**src/rtl/fas_pkg.sv**
```systemverilog
// Shared types and constants for the FAS pipeline (FIR -> frame controller -> FFT).
package fas_pkg;

  localparam int FAS_FRAME_LEN = 16;

  typedef enum logic [1:0] {
    ST_IDLE,
    ST_RUN,
    ST_DRAIN,
    ST_DONE
  } fas_ctrl_state_t;

  typedef logic fas_bank_t;

  typedef logic signed [15:0] fas_sample_t;

endpackage

```
**src/rtl/fas_pingpong_buf.sv**
```systemverilog
// Two-bank frame buffer: one write port, one registered read port, bank select on each.
module fas_pingpong_buf
  import fas_pkg::*;
(
  input  logic        clk,
  input  logic        rst,
  input  logic        wr_en,
  input  logic        wr_bank,
  input  logic [3:0]  wr_addr,
  input  logic [15:0] wr_data,
  input  logic        rd_bank,
  input  logic [3:0]  rd_addr,
  output logic [15:0] rd_data
);

  fas_sample_t mem [2][FAS_FRAME_LEN];

  // Storage carries no reset; contents are meaningless until a frame is written.
  always_ff @(posedge clk) begin
    if (wr_en) begin
      mem[wr_bank][wr_addr] <= wr_data;
    end
  end

  always_ff @(posedge clk) begin
    if (rst) begin
      rd_data <= '0;
    end else begin
      rd_data <= mem[rd_bank][rd_addr];
    end
  end

endmodule

```
**src/rtl/fas_frame_ctrl.sv**
```systemverilog
// Frame controller: packs FIR samples into ping-pong frames and hands each full frame to the FFT.
//   state    | meaning
//   ST_IDLE  | waiting for start, samples ignored
//   ST_RUN   | collecting frames, launching FFT
//   ST_DRAIN | all frames written, waiting for FFT to finish them
//   ST_DONE  | run complete, held until reset
module fas_frame_ctrl
  import fas_pkg::*;
#(
  parameter int FRAME_LEN  = 16,
  parameter int NUM_FRAMES = 64
) (
  input  logic        clk,
  input  logic        rst,
  input  logic        start,
  input  logic        fir_valid,
  input  logic [15:0] fir_d,
  output logic        fft_start,
  output logic        fft_bank,
  input  logic        fft_done,
  input  logic [3:0]  fft_rd_addr,
  output logic [15:0] fft_rd_data,
  output logic [7:0]  frame_idx,
  output logic        overflow,
  output logic [7:0]  drop_cnt,
  output logic        done
);

  localparam logic [3:0] WR_LAST    = 4'(FRAME_LEN - 1);
  localparam logic [7:0] LAST_FRAME = 8'(NUM_FRAMES - 1);

  fas_ctrl_state_t state, state_nx;
  fas_bank_t       wr_bank, rd_bank;
  logic [3:0]      wr_cnt;
  logic [1:0]      full;
  logic            busy;
  logic [7:0]      fill_cnt;

  logic accept, wr_en, drop, frame_fill, release_ev, launch;

  // Full check deliberately uses the registered value, so a sample landing on
  // the cycle its bank is released is still dropped.
  assign accept     = (state == ST_RUN) && fir_valid;
  assign wr_en      = accept && !full[wr_bank];
  assign drop       = accept && full[wr_bank];
  assign frame_fill = wr_en && (wr_cnt == WR_LAST);
  assign release_ev = fft_done && busy;
  assign launch     = !busy && full[rd_bank];

  always_comb begin
    state_nx = state;
    case (state)
      ST_IDLE:  if (start) state_nx = ST_RUN;
      ST_RUN:   if (frame_fill && (fill_cnt == LAST_FRAME)) state_nx = ST_DRAIN;
      ST_DRAIN: if (release_ev && (frame_idx == LAST_FRAME)) state_nx = ST_DONE;
      ST_DONE:  state_nx = ST_DONE;
      default:  state_nx = ST_IDLE;
    endcase
  end

  always_ff @(posedge clk) begin
    if (rst) begin
      state <= ST_IDLE;
    end else begin
      state <= state_nx;
    end
  end

  always_ff @(posedge clk) begin
    if (rst) begin
      wr_bank   <= 1'b0;
      rd_bank   <= 1'b0;
      wr_cnt    <= '0;
      full      <= '0;
      busy      <= 1'b0;
      fill_cnt  <= '0;
      frame_idx <= '0;
      overflow  <= 1'b0;
      drop_cnt  <= '0;
    end else begin
      if (wr_en) begin
        wr_cnt <= frame_fill ? 4'd0 : wr_cnt + 4'd1;
      end
      // A fill and a release always target different banks, so both may apply.
      if (frame_fill) begin
        full[wr_bank] <= 1'b1;
        wr_bank       <= ~wr_bank;
        fill_cnt      <= fill_cnt + 8'd1;
      end
      if (release_ev) begin
        full[rd_bank] <= 1'b0;
        rd_bank       <= ~rd_bank;
        busy          <= 1'b0;
        frame_idx     <= frame_idx + 8'd1;
      end else if (launch) begin
        busy <= 1'b1;
      end
      if (drop) begin
        overflow <= 1'b1;
        if (drop_cnt != 8'hff) drop_cnt <= drop_cnt + 8'd1;
      end
    end
  end

  assign fft_start = launch;
  assign fft_bank  = rd_bank;
  assign done      = (state == ST_DONE);

  fas_pingpong_buf u_buf (
    .clk     (clk),
    .rst     (rst),
    .wr_en   (wr_en),
    .wr_bank (wr_bank),
    .wr_addr (wr_cnt),
    .wr_data (fir_d),
    .rd_bank (rd_bank),
    .rd_addr (fft_rd_addr),
    .rd_data (fft_rd_data)
  );

endmodule

```
**config.mk**
```make
export PLATFORM = sky130hd
export DESIGN_NAME = fas_frame_ctrl
export DESIGN_NICKNAME = d
export VERILOG_FILES = /design/src/rtl/fas_pkg.sv /design/src/rtl/fas_pingpong_buf.sv /design/src/rtl/fas_frame_ctrl.sv
export SDC_FILE = /design/constraint.sdc
export NUM_CORES = 1
export LEC_CHECK = 0
export CORE_MARGIN = 3
export CORE_UTILIZATION = 40
export DETAILED_ROUTE_END_ITERATION = 10
export SLEW_MARGIN = 0
export SYNTH_ARGS = -nofsm -noshare
export SYNTH_HDL_FRONTEND = slang
export SYNTH_SLANG_ARGS = --single-unit
export TNS_END_PERCENT = 10
```
**constraint.sdc**
```tcl
create_clock -name clk -period 5.67 [get_ports clk]
set_input_delay 0.567 -clock clk [delete_from_list [all_inputs] [get_ports clk]]
set_output_delay 0.567 -clock clk [all_outputs]
set_load 0.005 [all_outputs]
```
Word level (Yosys, flattened, before mapping) --
Memories as Yosys holds them, arrays and structs flattened. A register that Yosys moved wholly into a read port is not among the register bits. Index checks and enable logic that the tools add are counted.
Cells by class: $add $sub $neg 4, multiply operators 0, div/mod/pow operators 0, order comparisons 7, eq/ne operators 10, shift operators 0, multiplexer cells 25, bitwise operators 7, reduce and logical (&&, ||, !) cells 17
Operators with widths (number):
- $mux 256 | 1
- $bmux 16 s4 | 1
- $demux 16 s4 | 1
- $mux 16 | 3
- $add 8x1->8 const B | 3
- $eq 8x6->1 const B | 2
- $mux 2 | 6
- $logic_and 1x1->1 | 11
- $ge 5x5->1 const B | 2
- $not 4->5 | 2
- $mux 1 | 9
- $ne 8x8->1 const B | 1
- $pmux 2 s4 | 1
- $lt 5x1->1 const B | 1
- $add 4x1->4 const B | 1
- $eq 2x2->1 const B | 2
- $eq 4x4->1 const B | 1
- $lt 1x2->1 const B | 2
- $mux 4 | 1
- $ne 2x2->1 const B | 2
- $reduce_and 3->1 | 1
- $and 2x2->2 | 1
- $demux 1 s1 | 2
- $eq 2x1->1 const B | 1
- 9 further kinds | 12
Storage, ports and cells: register bits 52, bits in latches 0, memory bits (writable) 512, ROM bits 0, bits of input ports 25, output and inout port bits 36, memories kept 1
Memory list:
- u_buf.mem | depth 2, bits a word 256, rd ports 1, clocked after Yosys merged registers in 1, write ports 1, RTL line fas_pingpong_buf.sv:16 | fas_sample_t mem [2][FAS_FRAME_LEN];

Depth between registers and ports, before layout --
word-level depth 9, gate-level depth with buffers 7, mapped depth without buffers 5

Hierarchy --
From an unflattened synthesis, not the netlist that was laid out.
Unflattened totals: cell total of the unflattened synthesis 1081, area, all modules 21871.0 sq um
Modules (own cells, without submodules):
- fas_pingpong_buf | times used 1, cells each 892, area an instance 20246.9 sq um
- fas_frame_ctrl | times used 1, cells each 189, area an instance 1624.1 sq um

Worst setup path before layout --
No wires, ideal clock.
path kind reg2reg, start register wr_bank, end memory u_buf.mem[0][48] in the netlist's numbering (enable), library setup time 409 ps, data arrival time 2396 ps, data required time 5261 ps, slack 2865 ps, cell stages (with the launch flop) 5, clock period less this slack 2805 ps, cell sequence dfxtp_1 > mux2_2 > nor2_1 > nand2_1 > nor3_1
On the way: longest elaborated chain between the ends 6
Ends and longest elaborated chain:
- start: declaration | RTL line fas_frame_ctrl.sv:33 | fas_bank_t wr_bank, rd_bank;
- start signal: assignment | RTL line fas_frame_ctrl.sv:87 | wr_bank <= ~wr_bank;
- $mux 1 (implied by the code) (2 in series) | RTL line fas_frame_ctrl.sv:44 | assign wr_en = accept && !full[wr_bank];
- $logic_not 1->1 | RTL line fas_frame_ctrl.sv:44
- $logic_and 1x1->1 | RTL line fas_frame_ctrl.sv:44
- $mux 1 | RTL line fas_pingpong_buf.sv:20 | if (wr_en) begin
- $mux 256 (implied by the code) | RTL line fas_pingpong_buf.sv:21 | mem[wr_bank][wr_addr] <= wr_data;
- end: declaration | RTL line fas_pingpong_buf.sv:16
Several ways; a longest one is shown, not always the timed one. The select of a mux whose other input is x is not followed.

==> results.sh <==
export IMPL_cp_buffers_inverters=1
export IMPL_status="complete, no violations"
export IMPL_cp_endpoint="u_buf.rd_data[11]"
export IMPL_arrival_ns=3.21
export IMPL_root_buffer="clkbuf_16"
export IMPL_synthArstFlopShare_pct=0
export IMPL_finalMaxSlewViolations=0
export IMPL_synthesis_area_um2=21600
export IMPL_final_cell_mix="edfxtp_1, mux4_2, mux2i_1"
export IMPL_worst_setup_path_type="reg -> reg"
export IMPL_ctsHoldBuffers=0
export IMPL_synth_edf_count=512
export IMPL_chipWidth_um=239
export IMPL_grt_pass1_wl_mm=73.4
export IMPL_viasPerCell=5.56
export IMPL_final_nets=1226
export IMPL_clock_path_buffers=3
export IMPL_ir_drop_mv=0.234
export IMPL_path_cells="buf_4, mux4_2, mux2i_1, a221o_1, a31oi_1"
export IMPL_synth_top_area_share_pct=71.0
export IMPL_grt_pass1_vias=10800
export IMPL_final_cell_count_no_fill=1929
export IMPL_layout_setup_ws_ns=2.89
export IMPL_setup_violations=0
export IMPL_path_max_fanout=21
export IMPL_syn_nets=1114
export IMPL_worst_slew_pin_transition_ns=1.25
export IMPL_path_delay_family="multiplexers"
export IMPL_rr_worst_depth=5
export IMPL_via_count=10700
export IMPL_r2r_end="u_buf.rd_data[11]"
export IMPL_clk_pin_slew_worst_paths_ns=0.06
export IMPL_core_area_um2=53100
export IMPL_cts_tree="yes"
export IMPL_gp_congestion=0.762
export IMPL_clk_insertion_delay_late_ns=0.62
export IMPL_yosys_top_cells_area="edfxtp_1, mux4_2, dfxtp_1, mux2i_1, nor2_1"
export IMPL_cts_resized=0
export IMPL_cts_num_sinks=565
export IMPL_finalCritPeriodShare_pct=48.9
export IMPL_crit_cells=5
export IMPL_rows=84
export IMPL_start_util_pct=40.8
export IMPL_synthToLayoutAreaGrowth_pct=15.4
export IMPL_fmax_mhz=360
export IMPL_drc=0
export IMPL_drive_gt1_share_pct=20.8
export IMPL_seqCellArea_um2=16400
export IMPL_fin_util_pct=47.1
export IMPL_p_leak_nw=7.99
export IMPL_ctsHtreeMaxLevel=2
export IMPL_die_y_um=239
export IMPL_cp_start_kind="register"
export IMPL_wirelength_mm=50.0
export IMPL_clock_skew_ns=0.0262
export IMPL_cpPeakStageDelay_ns=0.75
export IMPL_multi_input_area_um2=4910
export IMPL_seq_area_frac_synth_pct=75.9
export IMPL_syn_inst=1082
export IMPL_power_density_nw_per_um2=337
export IMPL_tns_ns=0
export IMPL_synth_seq_cells=565
export IMPL_grt_overflow=0
export IMPL_ios=61
export IMPL_finalHoldViolations=0
export IMPL_fillers=4401
export IMPL_grt_max_degree=73
export IMPL_relSlewSlack_pct=16.6
export IMPL_dr_pass1_iters=5
export IMPL_avgSynthCellArea_um2=20.0
export IMPL_cp_slowest_cell="dfxtp_2"
export IMPL_drtIter0Drc=917
export IMPL_cts_inserted_buffers=57
export IMPL_grt_total_usage_pct=17.7
export IMPL_hpwlAfterDp_mm=28.8
export IMPL_period_needed_ns=2.78
export IMPL_dp_slack_ns=2.35
export IMPL_synth_top_area_cell="edfxtp_1"
export IMPL_worst_setup_path_end_kind="register"
export IMPL_final_common_cell="edfxtp_1"
export IMPL_cp_required_ns=6.11
export IMPL_ant_nets=0
export IMPL_place_area_um2=23200
export IMPL_stdcell_area_um2=25000
export IMPL_hold_class="reg -> reg"
export IMPL_synth_flop_cell="edfxtp_1"
export IMPL_reg2reg_setup_slack_ns=2.89
export IMPL_port_buffers=60
export IMPL_cap_viol_max_count=0
export IMPL_post_cts_buffers=0
export IMPL_place_inst=1823
export IMPL_wire_per_inst_um=25.9
export IMPL_synthDistinctLibCells=44
export IMPL_antenna_found_initial=1
export IMPL_die_area_um2=56900
export IMPL_rsz0062_at_grt="false"
export IMPL_ys_warn_count=0
per-stage QoR:
stage / hold WS [ns] / total power (W)
global route: 0.507 / 0.00872
CTS: 0.479 / 0.00851
floorplan: 0.448 / 0.00482
finish: 0.477 / 0.00842
global placement: 0.456 / 0.00500
detailed placement: 0.471 / 0.00500
metal layers:
metal	GRT usage (%)	part of all wire [%]	wire, µm	vias to the layer above
li1	-	-	-	4695
met2	27.2	46	23200	402
met3	4.34	7.8	3910	73
met4	5.02	2.5	1240	0
met1	25.4	43	21700	5558
met5	0	0	0	-
cells in the mapped netlist (all sizes together) (8+ instances only):
| library cell | n |
|---|---|
| a22oi | 16 |
| clkbuf | 26 |
| o21ai | 22 |
| nor2 | 55 |
| edfxtp | 512 |
| a221oi | 14 |
| a31oi | 16 |
| or3 | 11 |
| buf | 33 |
| a221o | 16 |
| nand2 | 19 |
| nand3 | 8 |
| nor3 | 9 |
| mux2i | 67 |
| a21oi | 20 |
| dfxtp | 53 |
| mux4 | 112 |
| inv | 8 |
state kept, by name (all words and copies together) (netlist names), 2 cells and up, named ones only:
register	count
frame_idx	8
u_buf.mem	512
drop_cnt	8
fill_cnt	8
state	2
u_buf.rd_data	16
full	2
wr_cnt	4
worst min-delay path by stage:
stage,start,end,slack (ns),depth (start not counted)
after detailed placement,fill_cnt[1],fill_cnt[1],0.47,2
final,fill_cnt[1],fill_cnt[1],0.48,2
after CTS,fill_cnt[1],fill_cnt[1],0.48,2
after global routing,fill_cnt[5],fill_cnt[5],0.51,2
after floorplan,fill_cnt[5],fill_cnt[5],0.45,2
after global placement,overflow,overflow,0.46,2
worst register-to-register path, stage by stage, from the launching register on:
cell and delay [ns]:
dfxtp_2 0.75, buf_4 0.54, mux4_2 0.56, mux2i_1 0.38, a221o_1 0.33, a31oi_1 0.06
power by group:
part	switching, W	internal [W]	leakage [nW]
sequential	0.0000145	0.00455	5.04
combinational	0.000205	0.000134	2.10
clock	0.00153	0.00198	0.852
final cells by class:
cell class / count / area share [%]
Timing Repair Buffer: 112 / 4.01
Clock buffer: 79 / 6.16
Sequential cell: 565 / 65.8
Clock inverter: 26 / 0.782
Tap cell: 688 / 3.45
Antenna cell: 1 / 0.0100
Inverter: 8 / 0.120
Multi-Input combinational cell: 450 / 19.7
logic make-up after synthesis:
group	share of synthesized area [%]
compound gates	3.78
fa+ha+maj	0.405
buf+inv	1.53
flops	75.9
xor+xnor	0.486
mux	14.8
simple gates	3.05
(Power assumes the default switching activity.)
